### config.mk
export PLATFORM = sky130hd
export DESIGN_NAME = clk_int_div_mon
export DESIGN_NICKNAME = d
export VERILOG_FILES = /design/src/rtl/clk_int_div_mon_pkg.sv /design/src/rtl/clk_mon_sync.sv /design/src/rtl/dffr.sv /design/src/rtl/clk_int_div_mon.sv
export SDC_FILE = /design/constraint.sdc
export NUM_CORES = 1
export LEC_CHECK = 0
export CAP_MARGIN = 0
export CORE_MARGIN = 1
export CORE_UTILIZATION = 30
export CTS_CLUSTER_SIZE = 10
export DETAILED_ROUTE_END_ITERATION = 12
export HOLD_SLACK_MARGIN = 0.06
export PLACE_DENSITY = 0.47
export SETUP_SLACK_MARGIN = 0.5
export SYNTH_ARGS = -nofsm -noshare
export SYNTH_HDL_FRONTEND = slang
export SYNTH_SLANG_ARGS = --single-unit
### constraint.sdc
create_clock -name clk_i -period 13.8 [get_ports clk_i]
set_input_delay 2.07 -clock clk_i [delete_from_list [all_inputs] [get_ports clk_i]]
set_output_delay 2.07 -clock clk_i [all_outputs]
set_load 0.02 [all_outputs]
### src/rtl/clk_int_div_mon_pkg.sv
// rtl/clk_int_div_mon_pkg.sv - shared state encoding and default widths for the divider monitor
package clk_int_div_mon_pkg;

  localparam int DEF_CNT_WIDTH   = 32;
  localparam int DEF_SYNC_STAGES = 2;

  typedef enum logic [1:0] {
    IDLE = 2'd0,
    ARM  = 2'd1,
    MEAS = 2'd2,
    HOLD = 2'd3
  } state_e;

endpackage

### src/rtl/clk_mon_sync.sv
// rtl/clk_mon_sync.sv - multi-flop synchronizer bringing the monitored clock into the reference domain
module clk_mon_sync #(
  parameter int STAGES = 2
) (
  input  logic i_clk,
  input  logic i_rst,
  input  logic i_async,
  output logic o_sync
);

  logic [STAGES:0] w_chain;

  assign w_chain[0] = i_async;

  for (genvar g = 0; g < STAGES; g++) begin : g_stage
    dffr #(.W(1)) u_ff (
      .i_clk (i_clk),
      .i_rst (i_rst),
      .i_d   (w_chain[g]),
      .o_q   (w_chain[g+1])
    );
  end

  assign o_sync = w_chain[STAGES];

endmodule

### src/rtl/dffr.sv
// rtl/dffr.sv - register with active-high asynchronous clear to zero
module dffr #(
  parameter int W = 1
) (
  input  logic         i_clk,
  input  logic         i_rst,
  input  logic [W-1:0] i_d,
  output logic [W-1:0] o_q
);

  always_ff @(posedge i_clk or posedge i_rst) begin
    if (i_rst) o_q <= '0;
    else       o_q <= i_d;
  end

endmodule

### src/rtl/clk_int_div_mon.sv
// rtl/clk_int_div_mon.sv - measures period and high time of a divided clock against an expected setting
module clk_int_div_mon
  import clk_int_div_mon_pkg::*;
#(
  parameter int CNT_WIDTH   = DEF_CNT_WIDTH,
  parameter int SYNC_STAGES = DEF_SYNC_STAGES
) (
  input  logic                 clk_i,
  input  logic                 rst_i,
  input  logic                 en_i,
  input  logic                 clk_mon_i,
  input  logic [CNT_WIDTH-1:0] exp_div_i,
  input  logic [CNT_WIDTH-1:0] tol_i,
  output logic                 meas_valid_o,
  input  logic                 meas_ready_i,
  output logic [CNT_WIDTH-1:0] period_o,
  output logic [CNT_WIDTH-1:0] high_o,
  output logic                 match_o,
  output logic                 timeout_o
);

  logic                 w_sync;
  logic                 r_hist;
  logic                 w_rise;
  logic                 w_fall;
  logic [1:0]           r_state_q;
  state_e               w_state;
  state_e               w_state_d;
  logic [CNT_WIDTH-1:0] r_cnt,    w_cnt_d;
  logic                 r_high_done, w_high_done_d;
  logic                 r_valid,  w_valid_d;
  logic [CNT_WIDTH-1:0] r_period, w_period_d;
  logic [CNT_WIDTH-1:0] r_high,   w_high_d;
  logic                 r_match,  w_match_d;
  logic                 r_timeout, w_timeout_d;
  logic                 w_cnt_max;
  logic signed [CNT_WIDTH:0] w_diff;
  logic [CNT_WIDTH:0]   w_abs;
  logic                 w_match;

  clk_mon_sync #(.STAGES(SYNC_STAGES)) u_sync (
    .i_clk   (clk_i),
    .i_rst   (rst_i),
    .i_async (clk_mon_i),
    .o_sync  (w_sync)
  );

  dffr #(.W(1)) u_hist (.i_clk(clk_i), .i_rst(rst_i), .i_d(w_sync), .o_q(r_hist));

  assign w_rise    = w_sync & ~r_hist;
  assign w_fall    = ~w_sync & r_hist;
  assign w_state   = state_e'(r_state_q);
  assign w_cnt_max = &r_cnt;

  // One extra bit keeps the difference exact for any pair of unsigned operands
  assign w_diff  = $signed({1'b0, r_cnt}) - $signed({1'b0, exp_div_i});
  assign w_abs   = w_diff[CNT_WIDTH] ? $unsigned(-w_diff) : $unsigned(w_diff);
  assign w_match = (w_abs <= {1'b0, tol_i});

  always_comb begin
    w_state_d     = w_state;
    w_cnt_d       = r_cnt;
    w_high_done_d = r_high_done;
    w_period_d    = r_period;
    w_high_d      = r_high;
    w_match_d     = r_match;
    w_timeout_d   = r_timeout;
    if (!en_i) begin
      w_state_d = IDLE;
      w_cnt_d   = '0;
    end else begin
      unique case (w_state)
        IDLE: begin
          w_state_d = ARM;
          w_cnt_d   = '0;
        end
        ARM: begin
          if (w_rise) begin
            w_state_d     = MEAS;
            w_cnt_d       = '0;
            w_high_done_d = 1'b0;
          end else if (w_cnt_max) begin
            w_state_d   = HOLD;
            w_period_d  = '1;
            w_match_d   = 1'b0;
            w_timeout_d = 1'b1;
          end else begin
            w_cnt_d = r_cnt + CNT_WIDTH'(1);
          end
        end
        MEAS: begin
          if (w_rise) begin
            w_state_d   = HOLD;
            w_period_d  = r_cnt;
            w_match_d   = w_match;
            w_timeout_d = 1'b0;
          end else begin
            if (w_fall && !r_high_done) begin
              w_high_d      = r_cnt;
              w_high_done_d = 1'b1;
            end
            if (w_cnt_max) begin
              w_state_d   = HOLD;
              w_period_d  = '1;
              w_match_d   = 1'b0;
              w_timeout_d = 1'b1;
            end else begin
              w_cnt_d = r_cnt + CNT_WIDTH'(1);
            end
          end
        end
        HOLD: begin
          if (meas_ready_i) begin
            w_state_d = ARM;
            w_cnt_d   = '0;
          end
        end
      endcase
    end
    w_valid_d = (w_state_d == HOLD);
  end

  dffr #(.W(2))         u_state  (.i_clk(clk_i), .i_rst(rst_i), .i_d(w_state_d),     .o_q(r_state_q));
  dffr #(.W(CNT_WIDTH)) u_cnt    (.i_clk(clk_i), .i_rst(rst_i), .i_d(w_cnt_d),       .o_q(r_cnt));
  dffr #(.W(1))         u_hdone  (.i_clk(clk_i), .i_rst(rst_i), .i_d(w_high_done_d), .o_q(r_high_done));
  dffr #(.W(1))         u_valid  (.i_clk(clk_i), .i_rst(rst_i), .i_d(w_valid_d),     .o_q(r_valid));
  dffr #(.W(CNT_WIDTH)) u_period (.i_clk(clk_i), .i_rst(rst_i), .i_d(w_period_d),    .o_q(r_period));
  dffr #(.W(CNT_WIDTH)) u_high   (.i_clk(clk_i), .i_rst(rst_i), .i_d(w_high_d),      .o_q(r_high));
  dffr #(.W(1))         u_match  (.i_clk(clk_i), .i_rst(rst_i), .i_d(w_match_d),     .o_q(r_match));
  dffr #(.W(1))         u_tmo    (.i_clk(clk_i), .i_rst(rst_i), .i_d(w_timeout_d),   .o_q(r_timeout));

  assign meas_valid_o = r_valid;
  assign period_o     = r_period;
  assign high_o       = r_high;
  assign match_o      = r_match;
  assign timeout_o    = r_timeout;

endmodule

==> flow_summary_export.csv, run 1 <==
group,metric,value,unit
status,status,"complete, no violations",
critical_path,path_cells,"clkdlybuf4s50_1, ha_1, fa_1, nand2b_1, a211oi_4, o21ai_2, o311ai_4, a31oi_1, o21ai_0, a21o_1, a21oi_1, xor2_1, ha_1, nand4_1, nor4_1, a221oi_1, o211ai_1, a21oi_1, a31oi_1, o32ai_1",
pwr,switchingPower,0.2376,mW
yosys,synth_area,8275,um^2
clock_tree,cts-buffers-inserted,9,
clock_tree,cts_tree,"done",
pwr,ir_worst_vdd,0.06387,mV
critical_path,start_kind,"input pin",
die,num_io_pins,136,
sta,fin_skew,13.42,ps
global_route,grt_max_degree,71,
critical_path,end_kind,"register",
clock_tree,clk_latency,350,ps
die,die_y,168.1,um
cells_and_area,syn2layout_area_growth,23.75,%
clock_tree,cts_hold_buffers,0,
critical_path,endpoint,"u_match.o_q",
critical_path,reg2reg_slack,8390,ps
yosys,ys_types,80,
min_path,hp-class,"register to register",
clock_tree,root_buffer,"clkbuf_16",
sta,setup_viol,0,
yosys,ys_seq_area_share,31.75,%
pwr,sw_frac_of_total,29.53,%
critical_path,crit_path_top_delay_cell,"a21o_1",
global_route,grt_pass1_wl,38.94,mm
critical_path,path_max_fanout,33,
yosys,ys_seq_elements,105,
global_route,grt_pass1_vias,7363,
clock_tree,htreeDepth,3,
placed_design,gp_congestion,0.8346,
min_path,hold_depth,0,
sta,clock.fmax,144.8,MHz
pwr,leakagePower,4.437,nW
die,die_area,28250,um^2
global_route,antenna_found_initial,2,
sta,worst_slack,6892,ps
die,rows,60,
routing,route.detailed.drc,0,
sta,fin_tns_setup,0,ps
cells_and_area,fillers,2849,
critical_path,cp.depth,20,
sta,hold_violations,0,
routing,antenna_left,0,
die,start_util,30.62,%
routing,routed_wl,23.97,mm
critical_path,crit_type,"input pin to register",
yosys,syn_inst,953,
global_route,grt-ovfl-total,0,
critical_path,worstReg2RegStart,"u_cnt.o_q[0]",
critical_path,startpoint,"exp_div_i[0]",
cells_and_area,fin_nets,1206,
sta,drv_slew,0,
critical_path,crit_path_max_incr_delay,780,ps
sta,fin_crit_sh,50.06,%
routing,route.detailed.wl_per_inst,16.96,um
routing,drt_pass1_iterations,4,
clock_tree,cts_resized,0,
critical_path,required,14000,ps
cells_and_area,fin_util,37.89,%
pwr,power.share.clock,33.2,%
placed_design,port_buffers,135,
global_route,track_usage,17.20,%
critical_path,crit_buf_inv,1,
pwr,p_int,0.5669,mW
pwr,seqPwrFrac,42.7,%
yosys,synth_nets,1093,
routing,drt-initial-drc-count,350,
clock_tree,clkTransAtPathRegs,80,ps
clock_tree,clk_path_buf_depth,2,
cells_and_area,layout-drive-gt1-share,8.964,%
clock_tree,cts_num_sinks,105,
sta,rsz0062_at_grt,"false",
pwr,p_comb_share,24.2,%
yosys,ys.flop_type,"dfrtp_1",
yosys,ys_warn_count,0,
sta,period_needed,6908,ps
critical_path,r2r_end,"u_match.o_q",
placed_design,dp.final_hpwl,18.50,mm
placed_design,pre_cts_slack,6475,ps
sta,slew-limit-headroom,34.26,%
critical_path,reg2reg_depth,20,
sta,tightest_slew,985.1,ps
die,coreArea,27030,um^2
yosys,synth_area_per_cell,8.684,um^2
pwr,p_per_area,78.56,nW/um^2
critical_path,cp_top_family,"compound AO/OA/AOI/OAI gates",
die,fp.dieW,168.1,um
yosys,synth-async-reset-ratio,100.0,%
flow_run,cap_violations,0,
routing,vias,7270,
critical_path,cp.arrival,7110,ps
clock_tree,postCtsSetupBuffers,0,
routing,avgViaCountPerCell,5.145,
yosys,synth_edf_count,0,
==> how the worst min path moves through the flow <==
| stage | startpoint | endpoint | slack, ps |
|---|---|---|---|
| detailed placement | u_sync.g_stage[0].u_ff.o_q | u_sync.g_stage[1].u_ff.o_q | 340 |
| finish | u_sync.g_stage[0].u_ff.o_q | u_sync.g_stage[1].u_ff.o_q | 350 |
| CTS | u_sync.g_stage[0].u_ff.o_q | u_sync.g_stage[1].u_ff.o_q | 360 |
| floorplan | u_sync.g_stage[0].u_ff.o_q | u_sync.g_stage[1].u_ff.o_q | 330 |
| global route | u_sync.g_stage[0].u_ff.o_q | u_sync.g_stage[1].u_ff.o_q | 360 |
| global placement | u_sync.g_stage[0].u_ff.o_q | u_sync.g_stage[1].u_ff.o_q | 330 |
==> kinds of logic (layout without fill, tap and decap cells) <==
kind of cell / Yosys count / in the layout / share of synthesized area [%]
DFF: 105 / 105 / 31.75
and+or+nand+nor: 297 / 297 / 18.40
muxes: 34 / 34 / 4.627
xor gates and xnor gates: 49 / 49 / 5.277
AOI/OAI and AO/OA: 279 / 279 / 23.51
adders and majority gates: 71 / 71 / 10.83
buffers and inverters: 118 / 236 / 5.609
other: 0 / 1 / 0
==> cells in the final DEF, fill, tap and decap left out, types with 6 or more instances in the layout <==
cell,n
o21ai_1,6
clkdlybuf4s50_1,135
a21oi_2,6
a21oi_1,64
o21a_1,8
inv_1,80
mux2_2,34
and2_1,6
xnor2_1,22
clkbuf_16,9
nor3_1,20
ha_1,70
o31ai_1,8
nand2_1,75
xor2_1,26
a21o_1,23
and3_1,7
o22a_1,32
and4_1,6
nor4_1,11
dfrtp_1,105
nand3_1,21
or3_1,8
nand2b_1,10
o21ai_0,63
nand4_1,30
a31oi_1,17
nor2_1,68
==> power groups by stage <==
stage               clock network (mW)  logic [mW]  registers [mW]
floorplan                            0      0.0850           0.373
global placement                     0       0.195           0.349
detailed placement                   0       0.196           0.349
CTS                              0.277       0.198           0.343
global route                     0.288       0.214           0.345
finish                           0.267       0.194           0.343
==> stage by stage <==
step                hold slack [ps]  total power, mW  instance area [um^2]  instances
global placement              334.3           0.5442                  9936       1396
finish                        354.9           0.8045                 10240       1413
global route                  364.1           0.8470                 10240       1412
floorplan                     331.2           0.4575                  8275        953
CTS                           358.5           0.8183                 10240       1412
detailed placement            341.2           0.5454                  9936       1396
==> metal layers <==
layer | vias up | share of wire [%] | wire (um) | track usage, %
met5 | - | 0.058 | 14 | 0
met4 | 2 | 1.1 | 274 | 3.715
met3 | 20 | 3.4 | 814 | 2.468
met2 | 117 | 46 | 10980 | 28.79
met1 | 3437 | 50 | 11890 | 23.48
li1 | 3694 | - | - | -
==> sequential cells by signal (all words and copies together) (netlist names) <==
register / count
u_cnt.o_q: 32
u_high.o_q: 32
u_period.o_q: 32
u_state.o_q: 2
u_sync.g_stage.u_ff.o_q: 2
u_hdone.o_q: 1
u_hist.o_q: 1
u_match.o_q: 1
u_tmo.o_q: 1
u_valid.o_q: 1
==> cell usage after synthesis (all sizes together), types with 10 or more instances <==
cell type / n / area, um^2
nand2: 77 / 294.0
o22a: 32 / 280.3
nor3: 22 / 115.1
xnor2: 23 / 209.0
dfrtp: 105 / 2628
nor2: 71 / 271.5
mux2: 34 / 382.9
clkbuf: 30 / 112.6
ha: 70 / 875.8
a21o: 23 / 172.7
nand4: 30 / 187.7
nand2b: 10 / 62.56
o21ai: 72 / 371.6
xor2: 26 / 227.7
a21oi: 71 / 389.1
a31oi: 18 / 118.9
inv: 81 / 304.0
nand3: 21 / 105.1
nor4: 12 / 90.09
==> cell type report <==
| class | instances | area [um^2] | area share, % |
|---|---|---|---|
| diodes | 1 | 2.502 | 0.02443 |
| clock buffers | 9 | 225.2 | 2.199 |
| clock inverters | 7 | 77.57 | 0.7575 |
| inverters | 81 | 306.5 | 2.993 |
| multi-input cells | 730 | 5194 | 50.71 |
| flip-flops and latches | 105 | 2628 | 25.66 |
| well taps | 341 | 426.7 | 4.166 |
| repair buffers | 139 | 1381 | 13.49 |
No activity file was read; power rests on OpenSTA's default activity.
==> run 2, diff against run 1 <==
Settings changed: PLACE_DENSITY 0.47 to 0.49.
Clock period 13.8 ns to 6.17 ns, I/O delays scaled along.
==> flow_summary_export.csv, run 2 (synthesis results as in run 1) <==
group,metric,value,unit
status,status,"complete, no violations",
cells_and_area,seq_area,2628,um^2
sta,tightest_slew,994.6,ps
die,rows,60,
sta,clock.fmax,185.3,MHz
pwr,leakagePower,4.519,nW
critical_path,crit_type,"input pin to register",
sta,rsz0062_at_grt,"false",
clock_tree,root_buffer,"clkbuf_16",
cells_and_area,fillers,2782,
die,num_io_pins,136,
critical_path,crit_path_max_incr_delay,430,ps
die,fp.dieW,168.1,um
global_route,grt_max_degree,57,
cells_and_area,reg_top3,"u_cnt.o_q: 32 flops, u_high.o_q: 32 flops, u_period.o_q: 32 flops",
cells_and_area,final_cell_mix,"clkdlybuf4s50_1, dfrtp_1, inv_1, nand2_1, nor2_1",
global_route,antenna_found_initial,0,
critical_path,startpoint,"exp_div_i[0]",
routing,drt-initial-drc-count,390,
routing,antenna_left,0,
critical_path,cp.arrival,5600,ps
flow_run,cap_violations,0,
routing,route.detailed.drc,0,
critical_path,path_cells,"clkdlybuf4s50_1, ha_1, fa_2, nand2b_4, a211oi_4, o21ai_2, o311ai_4, buf_4, a31oi_1, o21ai_1, a21o_1, buf_12, o21bai_1, xnor2_1, ha_1, nand4_1, nor4_1, a221oi_1, o211ai_1, a21oi_1, a31oi_1, o32ai_1",
clock_tree,htreeDepth,3,
routing,route.detailed.wl_per_inst,16.93,um
sta,slew-limit-headroom,33.62,%
placed_design,placed_area,9986,um^2
clock_tree,clkTransAtPathRegs,80,ps
sta,fin_crit_sh,87.49,%
cells_and_area,layout-drive-gt1-share,11.09,%
global_route,grt_pass1_vias,7360,
routing,vias,7341,
critical_path,crit_buf_inv,3,
global_route,grt-ovfl-total,0,
routing,routed_wl,24.10,mm
pwr,p_per_area,173.3,nW/um^2
die,die_area,28250,um^2
die,die_y,168.1,um
die,start_util,30.62,%
sta,fin_tns_setup,0,ps
placed_design,dp.final_hpwl,18.45,mm
sta,hold_violations,0,
sta,fin_skew,16.71,ps
placed_design,port_buffers,135,
critical_path,cp_top_family,"compound AO/OA/AOI/OAI gates",
cells_and_area,n_antenna_cell,0,
pwr,ir_worst_vdd,0.1416,mV
global_route,track_usage,17.15,%
min_path,hp-class,"register to register",
critical_path,start_kind,"input pin",
cells_and_area,syn2layout_area_growth,26.20,%
cells_and_area,final_common_cell,"clkdlybuf4s50_1",
critical_path,required,6370,ps
clock_tree,cts-buffers-inserted,9,
cells_and_area,fin_nets,1217,
critical_path,reg2reg_slack,1140,ps
critical_path,crit_path_top_delay_cell,"nor4_1",
cells_and_area,multiInputGateArea,5284,um^2
die,coreArea,27030,um^2
clock_tree,clk_latency,350,ps
critical_path,worstReg2RegStart,"u_cnt.o_q[0]",
routing,avgViaCountPerCell,5.159,
min_path,min_from,"u_sync.g_stage[0].u_ff.o_q",
clock_tree,cts_tree,"done",
cells_and_area,design_area,10440,um^2
sta,period_needed,5398,ps
sta,holdWs,355.5,ps
global_route,grt_pass1_wl,39.03,mm
critical_path,path_max_fanout,17,
clock_tree,clk_path_buf_depth,2,
sta,setup_viol,0,
placed_design,gp_congestion,0.8511,
routing,drt_pass1_iterations,6,
sta,drv_slew,0,
clock_tree,cts_num_sinks,105,
critical_path,end_kind,"register",
## run 2: cell types whose count changed in the layout (fill, tap and decap cells not counted), moves of 2 or more
cell,change
buf_4,+9
ha_1,-3
a21oi_1,-2
ha_2,+3
inv_6,-2
## run 2: worst paths after layout
| kind | to | depth (start not counted) |
|---|---|---|
| worst max-delay path | u_match.o_q | 22 |
| min in group asynchronous | u_state.o_q[0] | 2 |
| max in group asynchronous | u_period.o_q[28] | 3 |
| worst max register to register | u_match.o_q | 22 |
| worst min-delay path | u_sync.g_stage[1].u_ff.o_q | 0 |
| worst min register to register | u_sync.g_stage[1].u_ff.o_q | 0 |
## run 2: metal layers
metal | global-route usage (%) | wire length (um)
met3 | 2.116 | 890
met1 | 23.43 | 11760
met5 | 0 | 0
met2 | 28.95 | 11210
met4 | 3.676 | 232
## run 2: cell type report
| type | instances | area share, % |
|---|---|---|
| Clock buffer | 11 | 2.324 |
| Clock inverter | 5 | 0.5990 |
| Inverter | 81 | 2.935 |
| Multi-Input combinational cell | 730 | 50.59 |
| Sequential cell | 105 | 25.16 |
| Tap cell | 341 | 4.085 |
| Timing Repair Buffer | 150 | 14.30 |
## run 2: what timing repair did
item,CTS,global route
setup endpoints to repair,1,1
pin swaps,0,9
gates resized for setup,1,18
gates cloned,0,1
setup buffers,0,5
hold buffers,0,0
## run 2: power breakdown
group          internal (mW)  switching [mW]
logic                  0.215           0.227
registers              0.736          0.0286
clock network          0.329           0.274
## run 2: per-stage QoR
step | setup slack [ps] | utilization (%) | total power [mW] | cells
2_1_floorplan | 1049 | - | 1.023 | 953
3_3_place_gp | 261.8 | 36.95 | 1.218 | 1401
3_5_place_dp | 105.7 | 36.95 | 1.220 | 1401
4_1_cts | 517.3 | 38.10 | 1.826 | 1417
5_1_grt | 495.3 | 38.64 | 1.895 | 1423
6_report | 772.1 | 38.64 | 1.810 | 1423
==> variant: new RTL, config.mk and constraints of run 2 <==
`DEF_SYNC_STAGES`: 2 -> 4.
--- a/src/rtl/clk_int_div_mon_pkg.sv
+++ b/src/rtl/clk_int_div_mon_pkg.sv
@@ -2,7 +2,7 @@
 package clk_int_div_mon_pkg;
 
   localparam int DEF_CNT_WIDTH   = 32;
-  localparam int DEF_SYNC_STAGES = 2;
+  localparam int DEF_SYNC_STAGES = 4;
 
   typedef enum logic [1:0] {
     IDLE = 2'd0,
Formal check against the unedited RTL: not equivalent (a bounded check fails within 10 cycles, from zero or initial values and one cycle with rst_i high).
==> variant against run 2 <==
  * Highest routed layer unchanged
  * First-iteration DRC count rose by 7.4%
  * Area after synthesis rose by 0.60%
  * Core utilization rose by 0.11 points
  * Via count barely moved
  * Worst setup slack improved by 38 ps
  * Maximum frequency rose by 0.70%
  * Wire length fell by 0.72%
  * Count of clock-buffer cells in the layout fell by 2
  * Global-route usage rose by 0.067 points
  * Power rose by 0.52%
  * Critical endpoint unchanged
  * Clock skew fell by 4.0 ps
  * Sequential cell count rose by 2
  * Cell area rose by 0.55%
  * Hold slack got worse by 4.8 ps
==> variant: results (changes against run 2) <==
Run status
  • Status: completed (unchanged)

Route
  • Final wirelength: 23900 um (was 24100 um)
  • Drt pass-1 iters: 5 (was 6)
  • WL met3: 877 um (was 890 um)
  • DRT iter0 DRCs: 419 (was 390)
  • Met2 WL: 11200 um (about the same)
  • DRT met1 WL: 11600 um (was 11800 um)
  • Vias/cell: 5.05 (was 5.16)

Global route
  • Largest net degree at the start of global routing: 75 (was 57)
  • First-pass GRT wire length: 39200 um (was 39000 um)
  • Overall Global Routing Usage: 0.172 (about the same)
  • Number of global-route vias before repair: 7397 (was 7360)
  • Grt met2 use: 0.290 (was 0.289)

Pwr
  • Clock power frac: 0.329 (was 0.333)
  • Static leakage: 0.00455 uW (was 0.00452 uW)
  • Power Dens Cells: 173 nW/um^2 (about the same)
  • Max VDD drop: 0.128 mV (was 0.142 mV)
  • Internal: 1280 uW (about the same)

Worst setup path
  • Worst Path Arrival: 5560 ps (was 5600 ps)

STA
  • Worst relative slew slack: 0.321 (was 0.336)
  • Layout Skew: 12.7 ps (was 16.7 ps)

Finish
  • Fraction of area in multi-input gates: 0.504 (was 0.506)
  • Fillers: 2776 (was 2782)
  • Clock network area share: 0.0286 (was 0.0292)
  • Storage cell area: 2680 sq um (was 2630 sq um)
  • FFs & Latches: 107 (was 105)

Synth
  • Synth cell count leaders: 107 x dfrtp_1, 81 x inv_1, 75 x nand2_1 (was 105 x dfrtp_1, 81 x inv_1, 75 x nand2_1)
  • Mapped Nets: 1095 (was 1093)
  • Post-synthesis sequential area ratio: 0.322 (was 0.318)
## variant: cell types whose count changed after synthesis
| cell | change |
|---|---|
| dfrtp_1 | +2 |
## variant: what timing repair did
item                                    CTS  global route
endpoints found under the setup margin    0             1
setup buffers                             0             4
resized for setup                         0            23
## variant: stage by stage
step                instance area [sq um]  setup WS, ps  utilization
global route                        10500           503        0.387
CTS                                 10400           539        0.382
finish                              10500           810        0.387
global placement                    10100           209        0.371
detailed placement                  10100           141        0.371
floorplan                            8330          1050            -
## variant: path summary, 6_finish.rpt
check                                           startpoint                         end  slack, ps  cells past startpoint
worst min register to register  u_sync.g_stage[1].u_ff.o_q  u_sync.g_stage[2].u_ff.o_q        350                      0
worst max register to register                u_cnt.o_q[0]                 u_match.o_q       1070                     19
max in group asynchronous                            rst_i              u_state.o_q[0]       4020                      3
worst min-delay path            u_sync.g_stage[1].u_ff.o_q  u_sync.g_stage[2].u_ff.o_q        350                      0
worst max-delay path                          exp_div_i[7]                 u_match.o_q        810                     19
min in group asynchronous                            rst_i                 u_hdone.o_q       1140                      2
## variant: kinds of logic (layout without fill, tap and decap cells)
kind of cell,Yosys count,after routing,share of synthesized area
buffers and inverters,118,245,0.0558
muxes,34,34,0.0460
and+or+nand+nor,297,297,0.183
DFF,107,107,0.322
AOI/OAI and AO/OA,279,279,0.234
adders and majority gates,71,71,0.108
xor gates and xnor gates,49,49,0.0524
## variant: worst max-delay path: stages
cell             delay (ps)
clkdlybuf4s50_1         490
inv_1                    50
ha_1                    440
nand2_1                 190
a211oi_2                270
o21ai_2                 110
o311ai_4                440
xor2_2                  170
nor4_4                  370
nand2_2                 120
or4_4                   560
o21bai_4                120
xnor2_1                  80
ha_1                    310
nand4_1                 150
o311ai_1                300
o221ai_1                150
a31oi_1                 210
o32ai_1                  90
